==> src/rtl/median_frame_sequencer.sv <==
// Frame-level controller for the median filter: feeds one W*H frame from a
// valid/ready source into the filter, then waits (bounded) for frame_complete.
module median_frame_sequencer #(
  parameter int IMAGE_WIDTH   = 8,
  parameter int IMAGE_HEIGHT  = 8,
  parameter int PIXEL_WIDTH   = 8,
  parameter int DRAIN_TIMEOUT = 64,
  parameter int CNT_W         = 16
) (
  input  logic                   clk,
  input  logic                   rst,
  input  logic                   start,
  input  logic                   abort,
  output logic                   busy,
  output logic                   done,
  output logic                   error,
  output logic [CNT_W-1:0]       out_count,
  input  logic                   src_valid,
  input  logic [PIXEL_WIDTH-1:0] src_data,
  output logic                   src_ready,
  output logic                   flt_valid,
  output logic [PIXEL_WIDTH-1:0] flt_data,
  input  logic                   flt_out_valid,
  input  logic                   flt_frame_complete
);

  localparam int N  = IMAGE_WIDTH * IMAGE_HEIGHT;
  localparam int TW = $clog2(DRAIN_TIMEOUT + 1);

  // Handshake: a source pixel moves exactly in a cycle where src_valid and
  // src_ready are both high; src_ready never depends on src_valid.
  typedef enum logic [2:0] {
    S_IDLE  = 3'd0,
    S_FEED  = 3'd1,
    S_DRAIN = 3'd2,
    S_DONE  = 3'd3,
    S_ERROR = 3'd4
  } state_t;

  state_t                 state_q, state_d;
  logic [CNT_W-1:0]       in_count_q, in_count_d;
  logic [CNT_W-1:0]       out_count_q, out_count_d;
  logic [TW-1:0]          timer_q, timer_d;
  logic                   flt_valid_q, flt_valid_d;
  logic [PIXEL_WIDTH-1:0] flt_data_q, flt_data_d;
  logic                   xfer;

  always_comb begin
    state_d     = state_q;
    in_count_d  = in_count_q;
    out_count_d = out_count_q;
    timer_d     = timer_q;
    src_ready   = (state_q == S_FEED) && !abort;
    xfer        = src_valid && src_ready;
    flt_valid_d = xfer;
    flt_data_d  = xfer ? src_data : flt_data_q;
    busy        = (state_q == S_FEED) || (state_q == S_DRAIN);
    done        = (state_q == S_DONE);
    error       = (state_q == S_ERROR);

    if (busy && flt_out_valid && (out_count_q != '1))
      out_count_d = out_count_q + CNT_W'(1);

    case (state_q)
      S_IDLE, S_ERROR: begin
        if (start) begin
          state_d     = S_FEED;
          in_count_d  = '0;
          out_count_d = '0;
        end
      end
      S_FEED: begin
        if (xfer) in_count_d = in_count_q + CNT_W'(1);
        // A completion before the whole frame was fed means the filter lost sync.
        if (flt_frame_complete) begin
          state_d = S_ERROR;
        end else if (xfer && (in_count_q == CNT_W'(N - 1))) begin
          state_d = S_DRAIN;
          timer_d = '0;
        end
      end
      S_DRAIN: begin
        timer_d = timer_q + TW'(1);
        if (flt_frame_complete)
          state_d = S_DONE;
        else if (timer_q == TW'(DRAIN_TIMEOUT - 1))
          state_d = S_ERROR;
      end
      S_DONE:  state_d = S_IDLE;
      default: state_d = S_IDLE;
    endcase

    // Abort overrides everything, including a coincident start, and keeps counts.
    if (abort) begin
      state_d     = S_IDLE;
      in_count_d  = in_count_q;
      out_count_d = out_count_q;
    end
  end

  always_ff @(posedge clk or posedge rst) begin
    if (rst) begin
      state_q     <= S_IDLE;
      in_count_q  <= '0;
      out_count_q <= '0;
      timer_q     <= '0;
      flt_valid_q <= 1'b0;
      flt_data_q  <= '0;
    end else begin
      state_q     <= state_d;
      in_count_q  <= in_count_d;
      out_count_q <= out_count_d;
      timer_q     <= timer_d;
      flt_valid_q <= flt_valid_d;
      flt_data_q  <= flt_data_d;
    end
  end

  assign out_count = out_count_q;
  assign flt_valid = flt_valid_q;
  assign flt_data  = flt_data_q;

endmodule

==> config.mk <==
export PLATFORM = sky130hd
export DESIGN_NAME = median_frame_sequencer
export DESIGN_NICKNAME = d
export VERILOG_FILES = /design/src/rtl/median_frame_sequencer.sv
export SDC_FILE = /design/constraint.sdc
export NUM_CORES = 1
export LEC_CHECK = 0
export CAP_MARGIN = 25
export CORE_UTILIZATION = 58
export CTS_CLUSTER_DIAMETER = 80
export DETAILED_ROUTE_END_ITERATION = 6
export PLACE_DENSITY_LB_ADDON = 0.05
export SLEW_MARGIN = 25
export SYNTH_ARGS = -nofsm -noshare
export SYNTH_HDL_FRONTEND = slang
export SYNTH_SLANG_ARGS = --single-unit
export TNS_END_PERCENT = 1
==> constraint.sdc <==
create_clock -name clk -period 5.45 [get_ports clk]
set_clock_uncertainty 0.2 [all_clocks]
set_input_delay 0.8175 -clock clk [delete_from_list [all_inputs] [get_ports clk]]
set_output_delay 0.8175 -clock clk [all_outputs]
set_load 0.05 [all_outputs]
; ---- Yosys cells after proc, flatten, opt, wreduce, memory -nomap -nowiden
; Cells that the tools add are included.
; W data, S select, Z words.
[totals]
register_bits = 51
in_bits = 15
out_inout_bits = 29
[op_classes]
addsub = 3
eq_ne = 14
muxes = 16
bitwise = 1
n_reduce_logical = 14
[op_table]
columns = op, count
row1 = $mux W16, 5
row2 = $add A16 B1 Y16 const B, 2
row3 = $pmux W16 S2, 1
row4 = $mux W3, 6
row5 = $eq A16 B6 Y1 const B, 1
row6 = $ne A16 B16 Y1 const B, 1
row7 = $mux W7, 2
row8 = $pmux W7 S2, 1
row9 = $pmux W3 S3, 1
row10 = $ne A4 B3 Y1 const B, 2
row11 = $add A7 B1 Y7 const B, 1
row12 = $eq A7 B6 Y1 const B, 1
row13 = $eq A3 B2 Y1 const B, 2
row14 = $ne A2 B2 Y1 const B, 3
row15 = $reduce_and A3 Y1, 2
row16 = $logic_and A1 B1 Y1, 5
row17 = $reduce_and A4 Y1, 1
row18 = $reduce_bool A2 Y1, 2
row19 = $eq A3 B1 Y1 const B, 1
row20 = $eq A3 B3 Y1 const B, 1
row21 = $logic_not A3 Y1, 1
row22 = $ne A3 B3 Y1 const B, 1
row23 = $ne A2 B1 Y1 const B, 1
row24 = $reduce_or A2 Y1, 1
row25 = other kinds (3), 3

; ---- Longest topological paths before layout
[depth]
word_depth = 8
ltp_mapped = 9

; ---- Worst setup path after synthesis
; Ideal clock, no wire load.
[synth_timing]
kind = input to register
start = in abort
end = reg flt_data_q[0], in the netlist flt_data[0]
t_arrival_ps = 2720
t_required_ps = 5125
setup_slack_ps = 2405
stages = 8
path_buffers = 3
path_cell_list = buf_6 -> or4b_1 -> buf_2 -> inv_1 -> nand2_1 -> inv_1 -> buf_2 -> mux2_2
[synth_between]
elab_chain_len = 3
[synth_lines]
columns = item, line_no
row1 = from (decl), 13  ; input logic abort,
row2 = $logic_not A1 Y1, 53  ; src_ready = (state_q == S_FEED) && !abort;
row3 = $logic_and A1 B1 Y1, 53
row4 = via src_ready, 20  ; output logic src_ready,
row5 = $logic_and A1 B1 Y1, 54  ; xfer = src_valid && src_ready;
row6 = via flt_valid_d, 44  ; logic flt_valid_q, flt_valid_d;
row7 = to (signal assigned), 115  ; flt_data_q <= flt_data_d;
row8 = to (decl), 45  ; logic [PIXEL_WIDTH-1:0] flt_data_q, flt_data_d;
; The timed path passes the listed nets, and every way through them passes these cells.
; A chain may end at the register's enable or synchronous reset.

; ---- Worst setup path in the final report
[layout_timing]
start = in abort
end = out src_ready
[layout_between]
elab_chain_len = 2
[layout_lines]
columns = item, line_no
row1 = $logic_not A1 Y1, 53
row2 = $logic_and A1 B1 Y1, 53
row3 = to (decl), 20
; Every way passes these cells.

==> metrics.txt <==
status=completed; Finished Core Util=74.1%; hold path depth=1; Worst-path clk slew=0.08 ns; hold buffers post-CTS=0; static leakage power=1.29 nW; total power=1.10 mW; post-synth cell types=51; area post-placement=0.00322 mm²; fin nets=349; Setup CP Type=input pin to output pin; number of diodes=0; post-DP HPWL=4.21 mm; dpl ws=1.38 ns; Die Height=70.8 µm; Post-CTS Resized=0; fill cell count=353; post-synth top area cell=dfrtp_1; fin worst setup slack=1.36 ns; Hold Crit Class=flip-flop to flip-flop; later-pin clock latency in the skew report=0.30 ns; worst hold start=timer_q[0]$_DFFE_PP0P_; Worst setup SP type=input pin; chip width=70.8 µm; placed insts=376; share of cells above drive strength 1=6.67%; Post-CTS Setup Inserts=0; EDFF count, synth=0; Critical Path RT=4.43 ns; WHS=0.308 ns; First DRT Iteration DRCs=191; fin crit share=75.0%; Seq cells post-synth=51; post-synthesis instance total=291; Critical R2R Launch=state_q[0]$_DFFE_PP0P_; commonest cells in the synthesized netlist=dfrtp_1, nand2_1, a21oi_1; Critical Path Start=abort; Clk pwr share=18.1%; Slew @ Worst Pin=0.727 ns; drt pass-1 iters=6; vias per cell=6.39; critical path arrival=3.07 ns; Final min period=4.09 ns; IO Port Bufs=43; switch share=38.6%; max_slew headroom=51.3%; Clock Sinks=51; combinational power share=35.8%; Initial Util=61.8%; Row Count=24; CTS tree=built; number of max-cap violations=0; Final Slew Violations=0; WL per Instance=15.6 µm; # setup viols final=0; sequential area share after synthesis=46.4%; Mapped Area=0.00275 mm²; global placement routability congestion=0.839; Crit. End Element=output pin; internal power=678 µW; most numerous cell in the Yosys netlist=dfrtp_1; largest net degree at the start of global routing=52; number of synthesis warnings=0; first-pass GRT wire length=10.4 mm; Syn Nets=309; P&R area growth vs syn=19.9%; FFs w/ async S/R, synth=100%; final instance area=0.00329 mm²; die area=0.00502 mm²; Ports=44; RSZ-0062 raised after global routing=false; routed vias=2440; FF-to-FF path depth=4; H-tree depth=2; antenna violations before repair=0; Max Root-Sink Buffers=2; vias in the first global route=2333; Final ANT Viol Nets=0; Num CTS Buffers=5; power density cells=335 mW/mm²; dominant cells by area after synthesis=dfrtp_1, a21oi_1, nand2_1; crit-path max FO=8; fmax=245 MHz; Fin. Hold Viols=0; DRC=0; net switching power=426 µW; TNS Setup=0 ns; grt ovf=0; total routed wirelength=5.95 mm; GRT Resource Usage Total=26.1%; Peak supply drop=0.340 mV; main flop type after synthesis=dfrtp_1; Seq pwr share=46.1%; Finished Layout Cells=382; top cell type's share of synthesized area=46.4%; CTS root buf=clkbuf_8; Core ar.=0.00444 mm²; syn avg cell area=9.44 µm²
flip-flops by register name, indices dropped and copies added (netlist names):
register,cells
out_count,16
timer_q,7
flt_data,8
state_q,3
in_count_q,16
flt_valid,1
cell usage in the layout, fill, tap and decap left out, types with 2 or more instances in the layout:
| cell | netlist | final |
|---|---|---|
| and3_1 | 2 | 2 |
| or4_1 | 13 | 13 |
| nor2_1 | 13 | 13 |
| a31oi_1 | 2 | 2 |
| or3b_2 | 2 | 2 |
| o21ai_0 | 15 | 15 |
| nor4b_1 | 3 | 2 |
| nor3_1 | 6 | 6 |
| nand2b_1 | 5 | 5 |
| dfrtp_1 | 51 | 51 |
| nand4_1 | 12 | 12 |
| inv_1 | 9 | 8 |
| clkbuf_8 | 0 | 5 |
| mux2i_1 | 3 | 3 |
| nand2_1 | 27 | 27 |
| o211ai_1 | 5 | 5 |
| a21oi_1 | 25 | 25 |
| nor4_1 | 5 | 4 |
| ha_1 | 3 | 3 |
| and2_1 | 3 | 3 |
| nand3b_1 | 2 | 2 |
| xor2_1 | 2 | 2 |
| nor3b_1 | 3 | 3 |
| xnor2_1 | 4 | 4 |
| or3_1 | 10 | 10 |
| o31ai_1 | 10 | 10 |
| nand3_1 | 16 | 16 |
| o21a_1 | 2 | 2 |
| mux2_2 | 8 | 8 |
| clkdlybuf4s50_1 | 0 | 43 |
power by group through the flow:
stage	logic [mW]	clock network [mW]	registers [mW]
finish	0.395	0.200	0.510
global route	0.425	0.215	0.521
CTS	0.398	0.206	0.509
detailed placement	0.397	0	0.516
global placement	0.387	0	0.510
floorplan	0.160	0	0.619
path summary, 6_finish.rpt:
check | slack (ns) | endpoint
max | 1.36 | src_ready
min | 0.31 | timer_q[0]$_DFFE_PP0P_
max reg2reg | 2.75 | timer_q[3]$_DFFE_PP0P_
min reg2reg | 0.31 | timer_q[0]$_DFFE_PP0P_
max in group asynchronous | 3.88 | in_count_q[7]$_DFFE_PP0P_
min in group asynchronous | 0.74 | out_count[4]$_DFFE_PP0N_
critical path, stage by stage:
cell and delay (ns):
clkdlybuf4s50_1 0.56, or4b_1 0.73, inv_1 0.15, clkdlybuf4s50_1 0.81
routing by layer:
| metal | wire length, µm | global-route usage [%] |
|---|---|---|
| met5 | 0 | 0 |
| met4 | 61 | 7.11 |
| met3 | 347 | 6.27 |
| met2 | 2830 | 43.9 |
| met1 | 2710 | 34.0 |
logic make-up (layout without fill, tap and decap cells):
logic type,count (synthesis),after routing,share of synthesized area (%)
buffers and inverters,20,59,3.14
XOR/XNOR,6,6,1.91
AO/OA/AOI/OAI,68,68,15.1
adder cells (fa/ha/maj),3,3,1.37
AND/OR/NAND/NOR,132,132,27.7
flip-flops,51,51,46.4
multiplexers,11,11,4.37
final cells by class:
class	count	area [µm²]	share of cell area [%]
Clock buffer	6	72.6	2.20
Inverter	9	36.3	1.10
Multi-Input combinational cell	220	1410	42.7
Sequential cell	51	1280	38.7
Tap cell	52	65.1	1.97
Timing Repair Buffer	44	438	13.3
(Power assumes the default switching activity.)
